==> src/rtl/inst_encode_issue.sv <==
`default_nettype none
// inst_encode_issue: packs instruction fields into stage-1 words, buffers them in a
// small FIFO and issues one word per unstalled cycle (NOP when empty).  Rev 1.0

module inst_encode_issue #(
  parameter int DEPTH      = 4,
  parameter int ADDR_WIDTH = 2
) (
  input  logic                  clk,
  input  logic                  reset,
  input  logic                  in_valid,
  output logic                  in_ready,
  input  logic                  in_write_enable,
  input  logic                  in_data_source,
  input  logic [2:0]            in_alu_operation,
  input  logic [4:0]            in_write_select,
  input  logic [4:0]            in_read_select_1,
  input  logic [4:0]            in_read_select_2,
  input  logic [15:0]           in_immediate,
  input  logic                  stall,
  output logic [31:0]           InstOut,
  output logic                  inst_valid,
  output logic [ADDR_WIDTH:0]   count,
  output logic [15:0]           issued_count
);

  localparam logic [ADDR_WIDTH:0] FULL_COUNT = (ADDR_WIDTH+1)'(DEPTH);

  logic [31:0]           mem_q [DEPTH];
  logic [ADDR_WIDTH-1:0] wr_ptr_q, wr_ptr_d;
  logic [ADDR_WIDTH-1:0] rd_ptr_q, rd_ptr_d;
  logic [ADDR_WIDTH:0]   count_q, count_d;
  logic [31:0]           inst_q, inst_d;
  logic                  inst_valid_q, inst_valid_d;
  logic [15:0]           issued_q, issued_d;
  logic [31:0]           enc_word;
  logic                  push;
  logic                  pop;

  always_comb begin
    enc_word = {1'b0, in_write_enable, in_data_source, in_alu_operation,
                in_write_select, in_read_select_1, 16'h0000};
    if (in_data_source) begin
      enc_word[15:0] = in_immediate;
    end else begin
      enc_word[15:11] = in_read_select_2;
    end
  end

  // Readiness comes from registered occupancy only; a same-edge pop does not free a slot.
  assign in_ready = (count_q < FULL_COUNT);
  assign push     = in_valid && in_ready;
  assign pop      = !stall && (count_q != '0);

  always_comb begin
    wr_ptr_d     = wr_ptr_q;
    rd_ptr_d     = rd_ptr_q;
    count_d      = count_q;
    inst_d       = inst_q;
    inst_valid_d = inst_valid_q;
    issued_d     = issued_q;

    if (push) begin
      wr_ptr_d = wr_ptr_q + ADDR_WIDTH'(1);
    end

    unique case ({push, pop})
      2'b10:   count_d = count_q + (ADDR_WIDTH+1)'(1);
      2'b01:   count_d = count_q - (ADDR_WIDTH+1)'(1);
      default: count_d = count_q;
    endcase

    if (!stall) begin
      if (pop) begin
        inst_d       = mem_q[rd_ptr_q];
        inst_valid_d = 1'b1;
        rd_ptr_d     = rd_ptr_q + ADDR_WIDTH'(1);
        issued_d     = issued_q + 16'd1;
      end else begin
        inst_d       = 32'h0000_0000;
        inst_valid_d = 1'b0;
      end
    end
  end

  // Storage needs no reset: stale entries are unreachable once the pointers clear.
  always_ff @(posedge clk) begin
    if (push) begin
      mem_q[wr_ptr_q] <= enc_word;
    end
  end

  always_ff @(posedge clk) begin
    if (reset) begin
      wr_ptr_q     <= '0;
      rd_ptr_q     <= '0;
      count_q      <= '0;
      inst_q       <= 32'h0000_0000;
      inst_valid_q <= 1'b0;
      issued_q     <= 16'h0000;
    end else begin
      wr_ptr_q     <= wr_ptr_d;
      rd_ptr_q     <= rd_ptr_d;
      count_q      <= count_d;
      inst_q       <= inst_d;
      inst_valid_q <= inst_valid_d;
      issued_q     <= issued_d;
    end
  end

  assign InstOut      = inst_q;
  assign inst_valid   = inst_valid_q;
  assign count        = count_q;
  assign issued_count = issued_q;

endmodule

`default_nettype wire
==> config.mk <==
export PLATFORM = sky130hd
export DESIGN_NAME = inst_encode_issue
export DESIGN_NICKNAME = d
export VERILOG_FILES = /design/src/rtl/inst_encode_issue.sv
export SDC_FILE = /design/constraint.sdc
export NUM_CORES = 1
export LEC_CHECK = 0
export ABC_AREA = 1
export ABC_CLOCK_PERIOD_IN_PS = 3200
export BUFFER_PORTS_ARGS = -buffer_cell sky130_fd_sc_hd__buf_4
export CAP_MARGIN = 20
export CORE_UTILIZATION = 30
export CTS_BUF_LIST = sky130_fd_sc_hd__clkbuf_4
export CTS_CLUSTER_DIAMETER = 100
export CTS_CLUSTER_SIZE = 25
export DETAILED_ROUTE_END_ITERATION = 12
export PLACE_DENSITY = 0.43
export SLEW_MARGIN = 10
export SYNTH_ARGS = -nofsm -noshare
export SYNTH_HDL_FRONTEND = slang
export SYNTH_SLANG_ARGS = --single-unit
==> constraint.sdc <==
create_clock -name clk -period 3.2 [get_ports clk]
set_clock_uncertainty 0.15 [all_clocks]
set_input_delay 0.64 -clock clk [delete_from_list [all_inputs] [get_ports clk]]
set_output_delay 0.64 -clock clk [all_outputs]
set_load 0.1 [all_outputs]
# After elaboration in Yosys (flattened, before gate mapping)

Memories as Yosys holds them, arrays and structs flattened. A register that Yosys moved wholly into a read port is not among the register bits.
Index checks and enable logic that the tools add are counted.

Memories: 1
RAM bits: 124
Register bits after elaboration: 56
Input port bits: 40

Memories:

| name  | words | bits a word | rd ports | clocked after Yosys merged registers in | write ports | RTL line | text |
|---|---|---|---|---|---|---|---|
| mem_q | 4     | 31          | 1        | 1                                       | 1           | 29       | `logic [31:0] mem_q [DEPTH];` |

Add/subtract/negate cells: 5
Muxes and demuxes: 9
Bitwise operators: 1
Equal/unequal tests: 2
Reduce and logical (&&, ||, !) cells: 6
$lt $le $gt $ge: 1

Operators with widths:

| operator              | count |
|---|---|
| $mux 32               | 1 |
| $add 16x1->16 const B | 1 |
| $mux 11               | 1 |
| $pmux 3 s2            | 1 |
| $mux 5                | 1 |
| $add 2x1->2 const B   | 2 |
| $mux 2                | 2 |
| $add 3x1->3 const B   | 1 |
| $lt 3x3->1 const B    | 1 |
| $mux 1                | 3 |
| $reduce_bool 3->1     | 1 |
| $sub 3x1->3 const B   | 1 |
| $eq 2x1->1 const B    | 1 |
| $eq 2x2->1 const B    | 1 |
| $logic_and 1x1->1     | 2 |
| $reduce_and 2->1      | 1 |
| $reduce_bool 2->1     | 1 |
| $logic_not 1->1       | 1 |
| $not 1->1             | 1 |

# Depth between registers and ports, before layout

Gate-level depths: netlist of run 1.

Depth in word-level cells: 5
Mapped depth: 12
Gate-level depth less buffers: 11

# Worst setup path before layout of run 1

OpenSTA, ideal clock, no wires.

Path type: register -> register
From: reg count_q[2] (netlist: count[2])
To: mem mem_q[0][0] (netlist bit), enable pin
Required time: 2,631 ps
Buffers on the path: 0
Cell stages (with the launch flop): 4
Period minus slack after synthesis: 3,421 ps
Setup time: 419 ps
Data arrival time: 2,852 ps
Slack: -221 ps
Cell sequence: dfxtp_1 > inv_2 > nand2_1 > nor2_1

Longest elaborated chain between the ends: 4

RTL lines:

| element                      | RTL line | text |
|---|---|---|
| start, declared              | 32       | `logic [ADDR_WIDTH:0] count_q, count_d;` |
| start signal, assigned       | 104      | `count_q <= count_d;` |
| $lt 3x3->1                   | 51       | `assign in_ready = (count_q < FULL_COUNT);` |
| via in_ready                 | 12       | `output logic in_ready,` |
| $logic_and 1x1->1            | 52       | `assign push = in_valid && in_ready;` |
| $mux 1                       | 88       | `if (push) begin` |
| $mux 1 (not written as such) | 89       | `mem_q[wr_ptr_q] <= enc_word;` |
| end, declared                | 29       |  |

The timed path passes the listed nets, and every way through them passes these cells.

# Worst setup path after layout of run 1

From: reg issued_q[3] (netlist: issued_count[3])
To: out issued_count[3]

RTL lines:

| element                | RTL line | text |
|---|---|---|
| start, declared        | 35       | `logic [15:0] issued_q, issued_d;` |
| start signal, assigned | 107      | `issued_q <= issued_d;` |
| end, declared          | 24       | `output logic [15:0] issued_count` |

No word-level cell between the ends.

==> out/qor.yml, run 1 <==
crit_family: "flip-flops"
path_max_fanout: 7
netlist_instances: 685
routedWlPerCell_um: 14.8
synth_most_common_cell: "edfxtp_1"
die-area_mm2: 0.0246
wirelength_um: 16300
startpoint: "issued_count[3]$_SDFFE_PP0P_"
numPortBuffers: 91
n_fill_cell: 2373
areaGrowthSynthToFinish_pct: 18.8
final-max-slew-violation-count: 0
syn_area_per_cell_um2: 10.5
cp.arrival_ns: 1.38
die_h_um: 157
critPathRequiredTime_ns: 2.41
status: "completed"
numCtsBuffers: 17
end_kind: "output pin"
ys.flop_type: "edfxtp_1"
crit_chain: "buf_4"
avgViaCountPerCell: 4.50
final_cells: 1103
synth-seq-area-share_pct: 67.7
synth.top_cells.by_count: "124 x edfxtp_1, 120 x nor2_1, 107 x nand2_1"
cts_tree: "done"
synth_cell_types: 27
cts.sinks: 181
power_density_mw_per_mm2: 769
cap_violations: 0
crit_slowest_cell: "dfxtp_1"
first_pass_iters: 4
p_sw_mw: 2.60
start_kind: "flip-flop"
tightest_slew_ns: 0.701
cp_slowest_stage_delay_ns: 0.48
cts_hold_buf: 0
drc: 0
post_cts_buffers: 0
start_util_pct: 30.6
place_congestion: 0.763
syn-cell-area_mm2: 0.00719
coreArea_mm2: 0.0235
dpl-instance-area_mm2: 0.00821
path_buf_inv: 1
relSlewSlack_pct: 53.3
holdWs_ns: 0.130
num_vias: 4961
grt_pass1_vias: 4876
final.min_clock_period_ns: 2.17
sw_frac_of_total_pct: 39.5
io_pins: 93
clockBufferDepth: 2
yosys.area.top_type: "edfxtp_1"
synth_edf_count: 124
antenna_found_initial: 1
grt_max_degree: 63
critPathKind: "reg2out"
postLayoutCellArea_mm2: 0.00853
path_clk_slew_ns: 0.15
min_path_type: "in2reg"
die_w_um: 157
hold_start: "in_write_select[4]"
grt_pass1_wl_um: 25800
leakagePower_nw: 3.16
finalSetupViolCount: 0
combPwrFrac_pct: 33.5
setup_tns_ns: 0
p_clk_share_pct: 21.7
ctsResizeCount: 0
placed_cells: 1070
place_hpwl_um: 9840
drtIter0Drc: 261
post-route-period-util_pct: 67.8
internal_power_mw: 3.97
async_flop_share_pct: 0
rows: 56
ys_ff_latch: 181
synth_area_leaders: "edfxtp_1 52%, dfxtp_1 16%, nor2_1 6.3%"
ir_drop_mv: 0.295
fin_util_pct: 36.4
max_freq_ghz: 0.461
drive_gt1_share_pct: 20.1
reg2reg_from: "count[1]$_SDFFE_PP0P_"
rsz0062_at_grt: "false"
nets: 817
clk_latency_ns: 0.55
cts_root_buf: "clkbuf_4"
htree_num_levels: 4
ant_nets: 0
synth.net_count: 732
p_seq_share_pct: 44.8
synth_top_area_share_pct: 51.8
hold_viol: 0
synth_warnings: 0
track_usage_pct: 14.0
globalRouteOverflowTotal: 0
## stage by stage
step                total power, mW  worst slack, ns
detailed placement             5.24            0.879
global route                   6.94            0.916
CTS                            6.68            0.971
floorplan                      4.69           0.0411
global placement               5.21            0.862
finish                         6.56             1.03
## sequential cells by signal, summed over array words and instances (netlist names), named ones only
signal	cells
inst_valid	1
wr_ptr_q	2
issued_count	16
InstOut	31
mem_q	124
count	3
rd_ptr_q	2
## power groups by stage
stage | logic (mW) | registers, mW | clock network [mW]
after floorplan | 0.926 | 3.76 | 0
after global placement | 2.22 | 2.99 | 0
after detailed placement | 2.24 | 3.00 | 0
after CTS | 2.25 | 2.94 | 1.49
after global routing | 2.39 | 2.98 | 1.57
final | 2.20 | 2.94 | 1.43
## cell usage in the layout (no fill, tap or decap), drive strengths merged
| cell type | count |
|---|---|
| buf | 103 |
| diode | 1 |
| ha | 6 |
| edfxtp | 124 |
| clkinv | 3 |
| dfxtp | 57 |
| inv | 47 |
| clkinvlp | 3 |
| nand3 | 14 |
| fa | 1 |
| o21a | 1 |
| nor3 | 1 |
| nor2 | 124 |
| o21ai | 106 |
| mux2 | 5 |
| nand4 | 2 |
| bufinv | 4 |
| a21oi | 50 |
| conb | 1 |
| clkbuf | 20 |
| nand2 | 111 |
## final cells by class
cell class | instances | area [µm²] | share of cell area [%]
clock buffer | 20 | 150 | 1.76
clock inverter | 12 | 176 | 2.07
multi-input combinational | 422 | 2000 | 23.4
inverter | 45 | 169 | 1.98
antenna | 1 | 2.50 | 0.0293
tap | 319 | 399 | 4.68
sequential | 181 | 4870 | 57.0
timing repair buffer | 103 | 773 | 9.06
## per-layer routing
metal  share of wire, %  global-route usage [%]  routed length [µm]
met1                 46                    17.1                7480
met4                1.2                    5.04                 198
met3                3.5                    2.96                 570
met5                  0                       0                   0
met2                 49                    24.4                8040
## cells by family after synthesis
logic type,after synthesis,synth area share [%]
AND/OR/NAND/NOR,252,14.2
adder cells (fa/ha/maj),7,1.32
AO/OA/AOI/OAI,157,11.0
flip-flops,181,67.7
multiplexers,5,0.784
other,1,0.0522
buffers and inverters,82,4.95
## worst paths after layout
path | cells past startpoint | endpoint | slack [ns]
worst min register to register | 2 | InstOut[5]$_SDFFE_PP0N_ | 0.33
worst min-delay path | 1 | mem_q[3][25]$_DFFE_PP_ | 0.13
worst max-delay path | 1 | issued_count[3] | 1.03
worst max register to register | 11 | count[2]$_SDFFE_PP0P_ | 1.16
(Power assumes the default switching activity.)
==> run 2, diff against run 1 <==
--- a/config.mk
+++ b/config.mk
@@ -6,7 +6,7 @@
 export NUM_CORES = 1
 export LEC_CHECK = 0
 export ABC_AREA = 1
-export ABC_CLOCK_PERIOD_IN_PS = 3200
+export ABC_CLOCK_PERIOD_IN_PS = 1870
 export BUFFER_PORTS_ARGS = -buffer_cell sky130_fd_sc_hd__buf_4
 export CAP_MARGIN = 20
 export CORE_UTILIZATION = 30
@@ -14,7 +14,7 @@
 export CTS_CLUSTER_DIAMETER = 100
 export CTS_CLUSTER_SIZE = 25
 export DETAILED_ROUTE_END_ITERATION = 12
-export PLACE_DENSITY = 0.43
+export PLACE_DENSITY = 0.45
 export SLEW_MARGIN = 10
 export SYNTH_ARGS = -nofsm -noshare
 export SYNTH_HDL_FRONTEND = slang
==> constraint.sdc (replaced) <==
create_clock -name clk -period 1.87 [get_ports clk]
set_clock_uncertainty 0.15 [all_clocks]
set_input_delay 0.374 -clock clk [delete_from_list [all_inputs] [get_ports clk]]
set_output_delay 0.374 -clock clk [all_outputs]
set_load 0.1 [all_outputs]
==> out/qor.yml, run 2 (synthesized netlist as in run 1, its figures left out) <==
min_path_type: "in2reg"
critPathKind: "in2reg"
areaGrowthSynthToFinish_pct: 27.3
largest_reg_flops: 124
nets: 859
clk_latency_ns: 0.55
leakagePower_nw: 3.39
post-route-period-util_pct: 94.7
drive_gt1_share_pct: 22.7
cts_tree: "done"
die-area_mm2: 0.0246
die_w_um: 157
final_common_cell: "edfxtp_1"
rows: 56
coreArea_mm2: 0.0235
io_pins: 93
regMostFlops: "mem_q"
die_h_um: 157
end_kind: "flip-flop"
start_kind: "input port"
critPathRequiredTime_ns: 2.00
grt_pass1_vias: 4948
path_clk_slew_ns: 0.13
grt_max_degree: 41
routedWlPerCell_um: 14.1
wirelength_um: 16200
post_cts_buffers: 0
mostFrequentLayoutCells: "124 x edfxtp_1, 115 x nor2_1, 106 x nand2_1"
power_density_mw_per_mm2: 1240
setup_tns_ns: 0
cap_violations: 0
clockBufferDepth: 2
final_cells: 1147
final.min_clock_period_ns: 1.77
placed_cells: 1078
cp.arrival_ns: 1.90
drc: 0
power_mw: 11.3
rsz0062_at_grt: "false"
first_pass_iters: 4
numPortBuffers: 91
start_util_pct: 30.6
ir_drop_mv: 0.509
path_max_fanout: 4
final-max-slew-violation-count: 0
drtIter0Drc: 260
ant_nets: 0
globalRouteOverflowTotal: 0
finalSetupViolCount: 0
grt_pass1_wl_um: 25300
n_fill_cell: 2341
max_freq_ghz: 0.565
place_congestion: 0.764
htree_num_levels: 4
cts.sinks: 181
status: "completed"
antenna_found_initial: 1
numCtsBuffers: 17
track_usage_pct: 13.7
place_hpwl_um: 10200
hold_viol: 0
avgViaCountPerCell: 4.44
num_vias: 5087
cts_root_buf: "clkbuf_4"
run 2: cell types whose count changed in the layout (fill, tap and decap cells not counted), sizes merged:
cell / previous run / this run
diode: 1 / 3
clkinvlp: 3 / 0
bufinv: 4 / 2
clkbuf: 20 / 18
dlygate4sd3: 0 / 34
buf: 103 / 111
inv: 47 / 48
clkinv: 3 / 9
run 2: path summary, 6_finish.rpt:
check	end	startpoint	cells after the start	slack, ns
setup / recovery	mem_q[1][14]$_DFFE_PP_	in_read_select_2[3]	4	0.1
hold / removal	mem_q[1][1]$_DFFE_PP_	in_immediate[1]	3	0.05
setup reg to reg	count[1]$_SDFFE_PP0P_	count[0]$_SDFFE_PP0P_	10	0.12
hold reg to reg	InstOut[9]$_SDFFE_PP0N_	InstOut[9]$_SDFFE_PP0N_	2	0.32
run 2: layer usage:
layer / GRT usage (%) / wire, µm / up-vias
met3: 3.35 / 712 / 10
met4: 3.64 / 85 / 0
li1: - / - / 2565
met2: 25.2 / 8370 / 99
met5: 0 / 0 / -
met1: 15.6 / 7000 / 2413
run 2: what timing repair did:
item / in CTS / in global routing
gates resized for setup: 4 / 7
setup endpoints to repair: 4 / 7
hold endpoints to repair: 124 / 0
hold buffers: 34 / 0
run 2: critical path: stages:
cell           delay, ns
dlygate4sd3_1       0.54
buf_4               0.13
mux2_2              0.25
dlygate4sd3_1       0.60
run 2: power breakdown:
group          total, mW  internal, mW  switching, mW
Sequential          5.06          4.83          0.231
Clock               2.17         0.826           1.34
Combinational       4.09          1.11           2.98
Total               11.3          6.77           4.55
run 2: cell type report:
cell class,instances,area [µm²],share of cell area [%]
Clock buffer,18,135,1.48
Tap cell,319,399,4.37
Inverter,45,186,2.04
Multi-Input combinational cell,422,2030,22.2
Sequential cell,181,4900,53.5
Timing Repair Buffer,145,1330,14.6
Antenna cell,3,7.51,0.0821
Clock inverter,14,153,1.67
run 2: stage by stage:
step	worst slack (ns)	instance area, µm²	utilization (%)	hold WS [ns]
floorplan	-0.293	7300	-	0.292
global placement	0.00867	8470	36.1	0.297
detailed placement	0.00763	8470	36.1	0.307
CTS	0.00244	9110	38.8	0.0137
global route	0.00427	9140	39.0	0.0247
finish	0.0987	9140	39.0	0.0501
==> run 3, diff against run 2 <==
--- a/config.mk
+++ b/config.mk
@@ -7,14 +7,14 @@
 export LEC_CHECK = 0
 export ABC_AREA = 1
 export ABC_CLOCK_PERIOD_IN_PS = 1870
-export BUFFER_PORTS_ARGS = -buffer_cell sky130_fd_sc_hd__buf_4
 export CAP_MARGIN = 20
 export CORE_UTILIZATION = 30
 export CTS_BUF_LIST = sky130_fd_sc_hd__clkbuf_4
 export CTS_CLUSTER_DIAMETER = 100
 export CTS_CLUSTER_SIZE = 25
 export DETAILED_ROUTE_END_ITERATION = 12
-export PLACE_DENSITY = 0.45
+export DONT_BUFFER_PORTS = 1
+export PLACE_DENSITY = 0.41
 export SLEW_MARGIN = 10
 export SYNTH_ARGS = -nofsm -noshare
 export SYNTH_HDL_FRONTEND = slang
==> out/qor.yml, run 3 (synthesized netlist as in run 1, its figures left out) <==
rr_worst_depth: 10
drc: 0
detailroute.wirelength.met3_um: 690
antenna_found_initial: 1
cp.arrival_ns: 2.05
drtIter0Drc: 237
areaGrowthSynthToFinish_pct: 23.8
r2r-end: "count[1]$_SDFFE_PP0P_"
grt_pass1_vias: 4878
tightest_slew_ns: 0.932
path_max_fanout: 5
start_kind: "flip-flop"
p_clk_share_pct: 18.7
setup_tns_ns: 0
track_usage_pct: 14.4
start_util_pct: 30.6
grt_pass1_wl_um: 26200
rrSetupSlack_ns: 0.1
status: "completed"
n_fill_cell: 2344
critPathRequiredTime_ns: 2.15
regMostFlops: "mem_q"
power_mw: 11.2
num_vias: 4946
nets: 828
post_cts_buffers: 0
place_hpwl_um: 9920
hold_viol: 0
post-route-period-util_pct: 94.7
combPwrFrac_pct: 36.4
final_common_cell: "edfxtp_1"
numPortBuffers: 0
finalSetupViolCount: 0
clk_latency_ns: 0.54
wl_met2_um: 7970
path_clk_slew_ns: 0.15
final.min_clock_period_ns: 1.77
internal_power_mw: 6.69
wirelength_um: 16600
ir_drop_mv: 0.490
cts_root_buf: "clkbuf_4"
die_h_um: 157
max_freq_ghz: 0.565
mostFrequentLayoutCells: "124 x edfxtp_1, 115 x nor2_1, 106 x nand2_1"
setup_ws_ns: 0.0991
leakagePower_nw: 3.23
globalRouteOverflowTotal: 0
power_density_mw_per_mm2: 1260
die-area_mm2: 0.0246
first_pass_iters: 4
cts.sinks: 181
htree_num_levels: 4
drive_gt1_share_pct: 18.8
dp_slack_ns: 0.0418
clockBufferDepth: 2
top_layer: "met4"
sw_frac_of_total_pct: 40.2
relSlewSlack_pct: 37.9
reg2reg_from: "count[2]$_SDFFE_PP0P_"
place_congestion: 0.757
min_path_cells: 4
cts_tree: "done"
end_kind: "flip-flop"
rows: 56
coreArea_mm2: 0.0235
p_seq_share_pct: 44.8
holdPathEnd: "InstOut[6]$_SDFFE_PP0N_"
grt_max_degree: 41
largest_reg_flops: 124
min_path_type: "in2reg"
routedWlPerCell_um: 14.9
p_sw_mw: 4.49
die_w_um: 157
avgViaCountPerCell: 4.44
ant_nets: 0
critPathKind: "reg2reg"
drt-met1-wl_um: 7800
cap_violations: 0
io_pins: 93
hold_start: "stall"
numCtsBuffers: 17
final-max-slew-violation-count: 0
-- run 3: critical path, cell delays in order (launching register included) --
cell and delay, ns:
dfxtp_4 0.43, inv_12 0.05, nand2_8 0.06, nand2_8 0.05, inv_6 0.05, ha_4 0.11
inv_2 0.04, fa_2 0.51, nor2_1 0.04, a21oi_1 0.11, nor2_1 0.05
-- run 3: metal layers --
metal / global-route usage (%) / vias to the layer above
li1: - / 2507
met1: 17.8 / 2346
met2: 24.5 / 82
met3: 3.71 / 11
met4: 4.06 / 0
met5: 0 / -
-- run 3: layout make-up --
class	count	area, µm²	area share, %
flip-flops and latches	181	4900	55.0
multi-input cells	422	2030	22.9
repair buffers	114	1110	12.5
well taps	319	399	4.49
inverters	45	186	2.10
clock buffers	18	135	1.52
clock inverters	14	135	1.52
diodes	1	2.50	0.0281
-- run 3: what timing repair did --
action                     CTS  global route
hold buffers                42             0
setup endpoints to repair    4            15
hold endpoints to repair   167             0
resized for setup            4            13
-- run 3: how the worst max path moves through the flow --
| stage | cells past startpoint | slack, ns | startpoint | to |
|---|---|---|---|---|
| final | 10 | 0.1 | count[2]$_SDFFE_PP0P_ | count[1]$_SDFFE_PP0P_ |
| after global routing | 11 | -0.004 | count[2]$_SDFFE_PP0P_ | count[2]$_SDFFE_PP0P_ |
| after CTS | 1 | 0.009 | issued_count[9]$_SDFFE_PP0P_ | issued_count[9] |
| after detailed placement | 10 | 0.04 | count[0]$_SDFFE_PP0P_ | count[1]$_SDFFE_PP0P_ |
| after global placement | 10 | 0.06 | count[0]$_SDFFE_PP0P_ | count[1]$_SDFFE_PP0P_ |
| after floorplan | 11 | -0.29 | count[2]$_SDFFE_PP0P_ | count[1]$_SDFFE_PP0P_ |
-- run 3: through the flow --
stage | hold WS [ns] | instances | cell area [µm²] | utilization [%]
floorplan | 0.292 | 685 | 7300 | -
global placement | 0.293 | 1039 | 8110 | 34.6
detailed placement | 0.295 | 1039 | 8110 | 34.6
CTS | 0.0677 | 1113 | 8850 | 37.7
global route | 0.0661 | 1114 | 8900 | 37.9
finish | 0.124 | 1114 | 8900 | 37.9
-- run 3: power by group through the flow --
stage | sequential [mW] | clock [mW] | combinational [mW]
3_3_place_gp | 5.09 | 0 | 3.96
5_1_grt | 5.06 | 2.37 | 4.45
6_report | 5.01 | 2.09 | 4.07
2_1_floorplan | 6.46 | 0 | 1.72
3_5_place_dp | 5.10 | 0 | 3.98
4_1_cts | 5.01 | 2.20 | 4.13
